## config.mk

```make
export PLATFORM = sky130hd
export DESIGN_NAME = instr_fetch
export DESIGN_NICKNAME = d
export VERILOG_FILES = /design/src/rtl/instr_fetch.sv
export SDC_FILE = /design/constraint.sdc
export NUM_CORES = 1
export LEC_CHECK = 0
export CAP_MARGIN = 20
export CORE_AREA = 2 2 91 93
export DETAILED_ROUTE_END_ITERATION = 12
export DIE_AREA = 0 0 93 95
export PLACE_DENSITY = 0.7
export SLEW_MARGIN = 20
export SYNTH_ARGS = -nofsm -noshare
export SYNTH_HDL_FRONTEND = slang
export SYNTH_SLANG_ARGS = --single-unit
```

## constraint.sdc

```tcl
create_clock -name clk -period 1.54 [get_ports clk]
set_input_delay 0.231 -clock clk [delete_from_list [all_inputs] [get_ports clk]]
set_output_delay 0.231 -clock clk [all_outputs]
set_load 0.05 [all_outputs]
```

## src/rtl/instr_fetch.sv

```systemverilog
// rtl/instr_fetch.sv - Instruction fetch stage: PC, imem req/ack handshake, instruction register.
// Branch redirects may squash an in-flight fetch, which is then drained before refetching.
module instr_fetch #(
  parameter int                ADDR_W   = 16,
  parameter logic [ADDR_W-1:0] RESET_PC = '0
) (
  input  logic              clk,
  input  logic              rst_n,
  output logic              imem_req,
  output logic [ADDR_W-1:0] imem_addr,
  input  logic              imem_ack,
  input  logic [15:0]       imem_rdata,
  input  logic              branch_taken,
  input  logic [ADDR_W-1:0] branch_target,
  output logic [15:0]       ir,
  output logic [ADDR_W-1:0] ir_pc,
  output logic              ir_valid,
  input  logic              ir_ready
);

  typedef enum logic [1:0] {
    S_REQ   = 2'd0,
    S_HOLD  = 2'd1,
    S_DRAIN = 2'd2
  } state_t;

  state_t            state, state_n;
  logic [ADDR_W-1:0] pc, pc_n, addr_n, ir_pc_n;
  logic [15:0]       ir_n;
  logic              ir_valid_n, req_n, ack;

  // An ack with no request outstanding (incl. the cycle after reset) is ignored.
  assign ack = imem_ack & imem_req;

  always_ff @(posedge clk or negedge rst_n) begin
    if (!rst_n) begin
      state     <= S_REQ;
      pc        <= RESET_PC;
      imem_addr <= RESET_PC;
      imem_req  <= 1'b0;
      ir        <= 16'h0000;
      ir_pc     <= '0;
      ir_valid  <= 1'b0;
    end else begin
      state     <= state_n;
      pc        <= pc_n;
      imem_addr <= addr_n;
      imem_req  <= req_n;
      ir        <= ir_n;
      ir_pc     <= ir_pc_n;
      ir_valid  <= ir_valid_n;
    end
  end

  always_comb begin
    state_n    = state;
    pc_n       = pc;
    addr_n     = imem_addr;
    ir_n       = ir;
    ir_pc_n    = ir_pc;
    ir_valid_n = ir_valid;

    if (branch_taken) begin
      pc_n       = branch_target;
      ir_valid_n = 1'b0;
      unique case (state)
        S_REQ, S_DRAIN: begin
          // A request on the bus cannot be withdrawn; wait for its ack before redirecting.
          if (ack || !imem_req) begin
            addr_n  = branch_target;
            state_n = S_REQ;
          end else begin
            state_n = S_DRAIN;
          end
        end
        S_HOLD: begin
          addr_n  = branch_target;
          state_n = S_REQ;
        end
        default: state_n = S_REQ;
      endcase
    end else begin
      unique case (state)
        S_REQ: begin
          if (ack) begin
            ir_n       = imem_rdata;
            ir_pc_n    = imem_addr;
            ir_valid_n = 1'b1;
            pc_n       = pc + ADDR_W'(1);
            state_n    = S_HOLD;
          end
        end
        S_HOLD: begin
          if (ir_ready) begin
            ir_valid_n = 1'b0;
            addr_n     = pc;
            state_n    = S_REQ;
          end
        end
        S_DRAIN: begin
          if (ack) begin
            addr_n  = pc;
            state_n = S_REQ;
          end
        end
        default: state_n = S_REQ;
      endcase
    end

    req_n = (state_n != S_HOLD);
  end

endmodule

```

==> impl_metrics.yaml, run 1 <==
status:
  status: "finished, final reports clean"
logic_synthesis:
  seq_area_frac_synth: 0.557
  synth_fp_nets: 285
  yosysUniqueCellTypes: 39
  ys_top_cells_by_area: "dfrtp_1 (56%), mux2_2 (19%), o21ai_0 (2.6%)"
  synth_warnings: 0
  synth_flop_cell: "dfrtp_1"
  synth.cell_area_mm2: 0.00306
  synth_top_cell_by_area: "dfrtp_1"
  async_reset_ff_frac: 1.00
  synth-edff-count: 0
  yosysTopAreaCellShare: 0.557
  postSynthAreaPerCell_um2: 12.4
  syn_inst: 247
  synth_seq_cells: 68
placed_design:
  dpl.hpwl_um: 5030
  pre_cts_ws_ns: -0.431
  numPlacedInstances: 463
  gp_congestion: 0.810
  place_area_mm2: 0.00420
  io_buffers: 86
layout:
  fin_area_mm2: 0.00482
  stdcell_count: 495
  area_growth_pct: 57.9
  final_core_util: 0.608
  layout.nets: 423
  final_cell_mix: "buf_4 (87), dfrtp_1 (66), mux2_4 (33), clkdlybuf4s50_1 (33), nand2_1 (19)"
  antenna_cells: 0
  drive_above_1_share: 0.500
  final_common_cell: "buf_4"
worst_setup_path:
  r2r_start: "state[1]$_DFF_PN0_"
  ff2ff_setup_slack_ns: 0.006
  crit_chain: "buf_6 > a21oi_2 > nor3_1 > a21oi_2 > buf_6 > mux2_2"
  cp-start-kind: "register"
  cp.required_ns: 1.77
  slowest_stage: "dfrtp_1"
  ff2ff_path_depth: 6
  r2r-end: "imem_addr[7]$_DFFE_PN0P_"
  cp-end-kind: "register"
  setup.worst_path.class: "reg2reg"
  cp.arrival_ns: 1.76
  critical-path-max-stage-delay_ns: 0.41
  path_buf_inv: 2
  worst_path_dominant_cell_family: "flip-flops"
  path_max_fanout: 10
timing:
  skew_ns: 0.00701
  tns_ns: 0
  max_slew_margin: 0.811
  rsz0062_at_grt: "yes"
  hold_viol_final: 0
  holdWs_ns: 0.309
  min_period_ns: 1.53
  fin_crit_sh: 0.996
  worstMarginPinSlew_ns: 0.284
  slew_violations: 0
  max_freq_mhz: 652
  fin_ws_ns: 0.00558
  setup_viol: 0
detailed_routing:
  route.detailed.drc: 0
  avgRoutedWirePerCell_um: 15.5
  dr.pass1.iters: 4
  ant_nets: 0
  drt_iter0_markers: 89
  wl_um: 7680
  vias_per_cell: 4.93
  vias: 2440
global_route:
  antenna_found_initial: 0
  gr-total-overflow: 0
  grt_usage: 0.166
  grt_max_degree: 35
  first_global_vias: 2342
  grt_pass1_wl_um: 11300
power:
  clkPwrFrac: 0.183
  ir_drop_mv: 0.964
  p_sw_mw: 3.60
  comb_power_share: 0.495
  power_density_mw_per_mm2: 1760
  power_frac_seq: 0.322
  p_sw_frac: 0.424
  p_int_mw: 4.89
  leakage_nw: 2.24
  power_mw: 8.49
clock_tree:
  cts.clk_slew.worst_paths_ns: 0.07
  clock_latency_ns: 0.34
  cts-root-buf: "clkbuf_8"
  numCtsBuffers: 9
  cts_tree: "done"
  h-tree-depth: 3
  cts.path.max_buffers: 2
  cts.sinks: 68
die:
  core_region_area_mm2: 0.00793
  io_pins: 87
  die_x_um: 93
  initial_utilization: 0.385
  die_area_mm2: 0.00884
  die_h_um: 95
  fp-row-count: 33
run:
  maxCapViolations: 0
worst_hold_path:
  hp-class: "in2async"
sequential cells by signal (all words and copies together), names as in the netlist:
name / count
imem_addr: 16
ir: 16
ir_pc: 16
pc: 16
state: 2
imem_req: 1
ir_valid: 1
power by group through the flow:
stage               registers (mW)  clock network, mW  logic (mW)
floorplan                     4.50                  0       0.770
global placement              2.70                  0        3.82
detailed placement            2.73                  0        3.85
CTS                           2.70               1.59        3.88
global route                  2.80               1.70        4.38
finish                        2.73               1.56        4.20
how the worst max path moves through the flow:
stage / from / to / slack (ns) / cells past startpoint
after floorplan: imem_req$_DFF_PN0_ / imem_addr[10]$_DFFE_PN0P_ / -0.14 / 5
after global placement: branch_taken / pc[9]$_DFFE_PN0P_ / -0.39 / 5
after detailed placement: branch_taken / pc[9]$_DFFE_PN0P_ / -0.43 / 5
after CTS: state[1]$_DFF_PN0_ / pc[8]$_DFFE_PN0P_ / -0.03 / 5
after global routing: state[1]$_DFF_PN0_ / imem_addr[7]$_DFFE_PN0P_ / -0.10 / 6
final: state[1]$_DFF_PN0_ / imem_addr[7]$_DFFE_PN0P_ / 0.006 / 6
cell usage after synthesis (5+ instances only):
master and count:
a211oi_1 5, nand3_1 5, mux2_2 51, nand2_1 20
xnor2_1 5, nand4_1 5, dfrtp_1 68, inv_1 10
a21oi_1 5, nor2_1 15, o21ai_0 16
logic make-up after synthesis:
logic type	share of synthesized area
AO/OA/AOI/OAI	0.0778
XOR/XNOR	0.0143
adder cells (fa/ha/maj)	0.00409
buffers and inverters	0.0324
flip-flops	0.557
multiplexers	0.191
AND/OR/NAND/NOR	0.123
worst reg2reg max path, cell delays in order, from the launching register on:
cell and delay (ns):
dfrtp_1 0.41, buf_6 0.14, a21oi_2 0.10, nor3_1 0.07
a21oi_2 0.17, buf_6 0.19, mux2_2 0.35
repair_timing:
item / CTS / global route
hold buffers: 1 / 0
hold endpoints to repair: 18 / 0
pin swaps: 4 / 10
setup buffers: 4 / 8
gates cloned: 0 / 3
setup endpoints to repair: 49 / 49
resized for setup: 7 / 57
cell type report:
cell class / instances / area, µm²
inverter: 11 / 45.0
timing repair buffer: 137 / 1250
tap: 105 / 131
sequential: 68 / 1700
clock buffer: 13 / 169
clock inverter: 3 / 43.8
fill: 661 / 3100
multi-input combinational: 158 / 1480
per-layer routing:
layer,GRT usage,vias to the layer above,wire [µm]
li1,-,1149,-
met1,0.224,1218,3500
met2,0.264,63,3710
met3,0.0407,10,378
met4,0.0551,0,90
met5,0,-,0
Note: power is estimated with default switching activity, not from simulation.
==> run 2: changes to the inputs <==
- CORE_AREA: 2 2 91 93 -> 2 2 97 99
- DIE_AREA: 0 0 93 95 -> 0 0 99 101
- PLACE_DENSITY: 0.7 -> unset
==> run 2 against run 1 <==
Effect of this change:
- the run now ends with negative setup slack left
- sequential power about the same
- clock power is 7% higher
- count of clock-buffer cells in the layout shrank 3
- setup slack worse by 0.0075 ns
- register-to-register slack is essentially flat
- combinational power is 4% lower
- sequential share of layout area is 1.7 points higher
- hold slack improved by 0.012 ns
- via count decreased by 5.0%
- core utilization down 9.6 points
==> impl_metrics.yaml, run 2 (same netlist as run 1, synthesis figures left out) <==
status:
  status: "finished, violations left"
  violations: "negative setup slack"
run:
  maxCapViolations: 0
placed_design:
  io_buffers: 86
  pre_cts_ws_ns: -0.426
  dpl.hpwl_um: 5040
  place_area_mm2: 0.00421
  gp_congestion: 0.783
clock_tree:
  h-tree-depth: 3
  cts.path.max_buffers: 2
  cts_tree: "done"
  cts.sinks: 68
  clock_latency_ns: 0.35
  cts.clk_slew.worst_paths_ns: 0.08
  cts-root-buf: "clkbuf_8"
  numCtsBuffers: 9
timing:
  skew_ns: 0.00676
  fin_ws_ns: -0.00191
  setup_viol: 1
  max_freq_mhz: 649
  worstMarginPinSlew_ns: 0.315
  holdWs_ns: 0.322
  slew_violations: 0
  rsz0062_at_grt: "yes"
  min_period_ns: 1.54
  fin_crit_sh: 1.00
  hold_viol_final: 0
  max_slew_margin: 0.790
detailed_routing:
  avgRoutedWirePerCell_um: 14.6
  drt_iter0_markers: 92
  wl_um: 7130
  route.detailed.drc: 0
  dr.pass1.iters: 4
  ant_nets: 0
  vias_per_cell: 4.75
  vias: 2318
power:
  ir_drop_mv: 0.989
  leakage_nw: 2.10
  power_density_mw_per_mm2: 1830
worst_setup_path:
  ff2ff_setup_slack_ns: -0.002
  cp-start-kind: "register"
  setup.worst_path.class: "reg2reg"
  crit_chain: "buf_4 > and4bb_4 > nand3_2 > o21ba_4 > a211o_1"
  r2r_start: "state[1]$_DFF_PN0_"
  slowest_stage: "dfrtp_1"
  cp.arrival_ns: 1.77
  ff2ff_path_depth: 5
  cp.required_ns: 1.77
  cp-end-kind: "register"
  path_max_fanout: 6
  r2r-end: "pc[8]$_DFFE_PN0P_"
  critical-path-max-stage-delay_ns: 0.38
die:
  core_region_area_mm2: 0.00898
  initial_utilization: 0.340
  io_pins: 87
  fp-row-count: 35
  die_h_um: 101
  die_area_mm2: 0.0100
  die_x_um: 99
layout:
  final_common_cell: "buf_4"
  regArea_mm2: 0.00171
  fin_area_mm2: 0.00460
  drive_above_1_share: 0.462
  final_cell_mix: "buf_4 (80), dfrtp_1 (65), clkdlybuf4s50_1 (34), mux2_2 (27), mux2_4 (24)"
  antenna_cells: 0
  multi_input_area_mm2: 0.00139
  n_fill_cell: 795
  area_growth_pct: 50.6
  layout.nets: 410
global_route:
  gr-total-overflow: 0
  grt_max_degree: 47
  grt_pass1_wl_um: 11600
  antenna_found_initial: 0
  first_global_vias: 2287
  grt_usage: 0.149
worst_hold_path:
  hp-class: "in2async"
run 2: per-layer routing:
metal | vias up | track usage | wire length (µm)
met3 | 8 | 0.0444 | 324
met2 | 48 | 0.232 | 3390
met1 | 1133 | 0.196 | 3310
met4 | 0 | 0.0580 | 104
met5 | - | 0 | 0
li1 | 1129 | - | -
run 2: worst max-delay path: cells and delay by family (launching register included):
family	cells	cell delay, ns
AND/OR/NAND/NOR	2	0.46
buffers and inverters	1	0.16
AO/OA/AOI/OAI	2	0.43
flip-flops	1	0.38
run 2: layout make-up:
cell class | count | area share
well taps | 111 | 0.0302
inverters | 11 | 0.00925
multi-input cells | 158 | 0.301
clock inverters | 6 | 0.0190
clock buffers | 10 | 0.0299
repair buffers | 124 | 0.240
flip-flops and latches | 68 | 0.371
run 2: where the power goes:
part           switching [mW]  leakage, nW  internal [mW]  total (mW)
logic                    2.49         1.19           1.55        4.03
clock network           0.715        0.105          0.952        1.67
registers               0.368        0.804           2.35        2.71
total                    3.57         2.10           4.85        8.41
run 2: how the worst max path moves through the flow:
stage	start	end	slack [ns]	depth (start not counted)
finish	state[1]$_DFF_PN0_	pc[8]$_DFFE_PN0P_	-0.002	5
global route	imem_ack	pc[13]$_DFFE_PN0P_	-0.1	6
CTS	state[1]$_DFF_PN0_	pc[8]$_DFFE_PN0P_	-0.01	5
detailed placement	branch_taken	pc[8]$_DFFE_PN0P_	-0.43	6
global placement	branch_taken	imem_addr[14]$_DFFE_PN0P_	-0.39	6
floorplan	imem_req$_DFF_PN0_	imem_addr[10]$_DFFE_PN0P_	-0.14	5
run 2: metrics by stage:
| step | TNS, ns | std cells | util | total power, mW |
|---|---|---|---|---|
| global route | -2.13 | 488 | 0.512 | 8.81 |
| finish | -0.00191 | 488 | 0.512 | 8.41 |
| global placement | -21.88 | 466 | 0.469 | 6.57 |
| CTS | -0.0222 | 484 | 0.497 | 8.32 |
| floorplan | -3.39 | 247 | - | 5.27 |
| detailed placement | -22.59 | 466 | 0.469 | 6.62 |
run 2: repair_timing:
item,in CTS,in global routing
hold buffers,1,0
endpoints found under the setup margin,22,60
buffers inserted,1,4
pin swaps,0,5
gates resized for setup,6,30
hold endpoints to repair,22,0
==> RTL edit 1, RTL diff (flow settings as in run 2) <==
Re-encode `state_t` (3 states) as one-hot, 3 bits wide.
--- a/src/rtl/instr_fetch.sv
+++ b/src/rtl/instr_fetch.sv
@@ -20,6 +20,6 @@
 
-  typedef enum logic [1:0] {
-    S_REQ   = 2'd0,
-    S_HOLD  = 2'd1,
-    S_DRAIN = 2'd2
+  typedef enum logic [2:0] {
+    S_REQ   = 3'b001,
+    S_HOLD  = 3'b010,
+    S_DRAIN = 3'b100
   } state_t;
Formal check against the unedited RTL: same outputs for any inputs over 4 cycles, from zero or initial values and one cycle with rst_n low; so few cycles prove little.
==> RTL edit 1 against run 2 <==
The run still ends with negative setup slack left. Design area increased by 1.6%. Sequential cell count up 1. Total power grew 10%. Worst setup slack got worse by 290 ps. Critical path depth unchanged. Highest routed layer unchanged. First-iteration DRC count fell by 52%. Die area unchanged. Synthesized area up 2.3%. Wire length is 0.98% higher. Combinational power up 25%. Via count increased by 0.60%.
==> RTL edit 1: results <==
metrics = {
    "yosys": {
        "synth_xor_area_share_pct": 4.20,
        "synth-compound-area-share_pct": 6.84,
        "synth_commonest_cells": "dfrtp_1, mux2_2, o21ai_0, nand2_1, inv_1",
        "synth_fa_ha_area_share_pct": 0.400,
        "avgSynthCellArea_sq_um": 12.0,
        "synth_area_leaders": "dfrtp_1, mux2_2, mux2_4, o21ai_0, xnor2_1",
        "muxShareOfSynthArea_pct": 18.8,
        "yosysSeqAreaShare_pct": 55.3,
        "synth-async-reset-ratio_pct": 100,
        "yosysUniqueCellTypes": 37,
        "syn_nets": 299,
    },
    "grt": {
        "grt_util_met2_pct": 24.1,
        "gr-usage-all-layers_pct": 15.0,
        "grt_max_degree": 32,
        "first_global_vias": 2410,
        "met1_usage_pct": 19.8,
        "grt_pass1_wl_um": 11800,
        "grt_util_met3_pct": 2.98,
    },
    "placement": {
        "place_inst": 477,
        "pre_cts_ws_ps": -762,
        "hpwl_um": 5080,
        "placed_area_sq_um": 4290,
        "gp_congestion": 0.796,
    },
    "sta": {
        "finClkSkew_ps": 8.00,
        "setup_viol": 68,
        "setup_ws_ps": -287,
        "finalSetupTns_ps": -15550,
        "whs_ps": 372,
        "worstMarginPinSlew_ps": 432,
    },
    "clocking": {
        "cts_buffer_depth": 2,
        "path_clk_slew_ps": 80,
        "post_cts_resized": 35,
        "clk_latency_ps": 340,
        "post_cts_buffers": 4,
    },
    "pwr": {
        "p_leak_nw": 2.17,
        "ir_drop_mv": 0.978,
        "swShare_pct": 45.8,
    },
    "setup_path": {
        "cp-endpoint": "ir[14]$_DFFE_PN0P_",
        "crit_arrival_ps": 2060,
        "critPathTopFamily": "flip-flops",
        "crit_fanout": 18,
        "reg2reg_from": "state[0]$_DFF_PN1_",
        "cpMaxStageDelayCell": "dfstp_2",
        "cpPeakStageDelay_ps": 590,
    },
    "cells_and_area": {
        "multi_input_area_sq_um": 1450,
        "layout.nets": 423,
        "fillCellCount": 806,
        "final_layout_size_suffix_gt1_share_pct": 45.9,
    },
    "status": {
        "violations": "negative setup slack",
        "status": "finished with violations",
    },
    "routing": {
        "detail_route.vias_per_cell": 4.65,
        "wl_met3_um": 300,
        "wirelength_met1_um": 3290,
        "wl_met2_um": 3470,
        "routedWlPerCell_um": 14.4,
        "wl_um": 7200,
        "drt_iter0_drc": 44,
    },
}
-- RTL edit 1: changes by cell type after synthesis, sizes merged, moves of 3 or more --
cell / delta
or3: +3
o21ai: +14
mux2: -3
clkbuf: +4
inv: +8
a21oi: -3
a211oi: -4
xnor2: +9
or2: +3
nor2: -8
-- RTL edit 1: power by group through the flow --
stage / Sequential [mW] / Combinational, mW / Clock (mW)
after global routing: 3.09 / 5.26 / 1.38
final: 2.98 / 5.04 / 1.26
after global placement: 2.98 / 4.86 / 0
after CTS: 2.99 / 5.03 / 1.31
after floorplan: 5.17 / 1.14 / 0
after detailed placement: 3.01 / 4.91 / 0
-- RTL edit 1: cell type report --
type | count | share of cell area, %
Clock buffer | 11 | 2.81
Inverter | 18 | 1.45
Tap cell | 111 | 2.97
Sequential cell | 69 | 37.0
Multi-Input combinational cell | 162 | 31.0
Clock inverter | 5 | 0.589
Timing Repair Buffer | 125 | 24.2
==> RTL edit 2, RTL diff (config.mk and constraints of run 2) <==
Without the edit above. Change the parameter `ADDR_W` from 16 to 17.
--- a/src/rtl/instr_fetch.sv
+++ b/src/rtl/instr_fetch.sv
@@ -3,3 +3,3 @@
 module instr_fetch #(
-  parameter int                ADDR_W   = 16,
+  parameter int                ADDR_W   = 17,
   parameter logic [ADDR_W-1:0] RESET_PC = '0
Ports: changed (resized branch_target, imem_addr and ir_pc); port bits go from 87 to 90. The function was not compared with the original's and may differ.
==> RTL edit 2 against run 2 <==
Worst setup slack worse by 250 ps. Critical path type unchanged. Wire length grew 25%. Design area increased by 14%. Hold slack worse by 8.6 ps. Global-route usage up 2.2 points. The run still ends with negative setup slack left. Core utilization increased by 7.2 points. Count of clock-buffer cells in the layout grew 1. Total power is 7.8% higher. First-iteration DRC count increased by 13%. Via count rose by 16%. Synthesized cell count up 6.5%. Sequential cell count up 3. Synthesized area grew 3.3%.
==> RTL edit 2: results <==
metrics = {
    "grt": {
        "grt_util_met2_pct": 28.2,
        "met1_usage_pct": 22.0,
        "grt_util_met3_pct": 3.26,
        "grt_max_degree": 37,
        "gr-usage-all-layers_pct": 17.1,
        "grt_pass1_wl_um": 13400,
    },
    "placement": {
        "place_inst": 495,
        "gp_congestion": 0.827,
        "hpwl_um": 5530,
        "placed_area_sq_um": 4440,
        "portBuffers": 89,
        "pre_cts_ws_ps": -566,
    },
    "sta": {
        "finalSetupTns_ps": -5480,
        "finClkSkew_ps": 12.7,
        "max_slew_margin_pct": 77.8,
        "whs_ps": 313,
        "setup_ws_ps": -256,
        "setup_viol": 40,
    },
    "setup_path": {
        "path_class": "flop to flop",
        "cpMaxStageDelayCell": "or4_4",
        "critPathTopFamily": "simple AND/OR/NAND/NOR gates",
        "crit_arrival_ps": 2060,
        "regToRegEndpoint": "pc[16]$_DFFE_PN0P_",
        "cpPeakStageDelay_ps": 520,
        "crit_fanout": 4,
    },
    "pwr": {
        "pwr.group.combinational_mw": 4.36,
        "powerClk_mw": 1.89,
        "swShare_pct": 41.7,
        "ir_drop_mv": 0.688,
    },
    "yosys": {
        "yosysUniqueCellTypes": 42,
        "yosysSeqAreaShare_pct": 56.3,
        "synth_area_leaders": "dfrtp_1, mux2_2, nand2_1, o21ai_0, xnor2_1",
        "synth_commonest_cells": "dfrtp_1, mux2_2, nand2_1, o21ai_0, inv_1",
        "syn_nets": 302,
        "synth_cells": 263,
    },
    "status": {
        "violations": "negative setup slack",
        "status": "finished with violations",
    },
    "cells_and_area": {
        "multi_input_area_share_pct": 29.9,
        "multi_input_gates": 167,
        "inverters": 12,
        "fillCellCount": 739,
        "n_clock_buffer": 11,
        "seq_area_sq_um": 1780,
        "seq_cells": 71,
        "n_all_buffers": 155,
        "layout.nets": 455,
        "final_layout_size_suffix_gt1_share_pct": 51.5,
        "buf_share_pct": 27.9,
        "final-clk-cell-share_pct": 4.86,
    },
    "routing": {
        "wl_met2_um": 4350,
        "wl_met3_um": 444,
        "drt_iter0_drc": 104,
        "detail_route.vias_per_cell": 5.04,
        "vias": 2680,
        "routedWlPerCell_um": 16.7,
        "wirelength_met1_um": 3920,
    },
    "clocking": {
        "post_cts_resized": 37,
        "post_cts_buffers": 11,
        "holdBufCountCts": 1,
    },
}
[RTL edit 2: cell types whose count changed in the layout (fill, tap and decap cells not counted), sizes merged, moves of 3 or more]
| cell | run 2 | this run |
|---|---|---|
| buf | 88 | 116 |
| nor2 | 15 | 9 |
| nand2 | 20 | 24 |
| clkbuf | 10 | 13 |
| clkinvlp | 3 | 0 |
| dfrtp | 68 | 71 |
| mux2 | 51 | 54 |
| nand3 | 5 | 2 |
| nor4 | 2 | 5 |
| or4 | 0 | 3 |
[RTL edit 2: logic make-up (layout without fill, tap and decap cells)]
logic type               Yosys count  after routing  share of synthesized area (%)
XOR/XNOR                           6              6                           1.67
buffers and inverters             25            183                           3.09
multiplexers                      55             55                           19.6
flip-flops                        71             71                           56.3
adder cells (fa/ha/maj)            1              1                          0.396
AND/OR/NAND/NOR                   67             67                           11.3
AO/OA/AOI/OAI                     38             38                           7.69
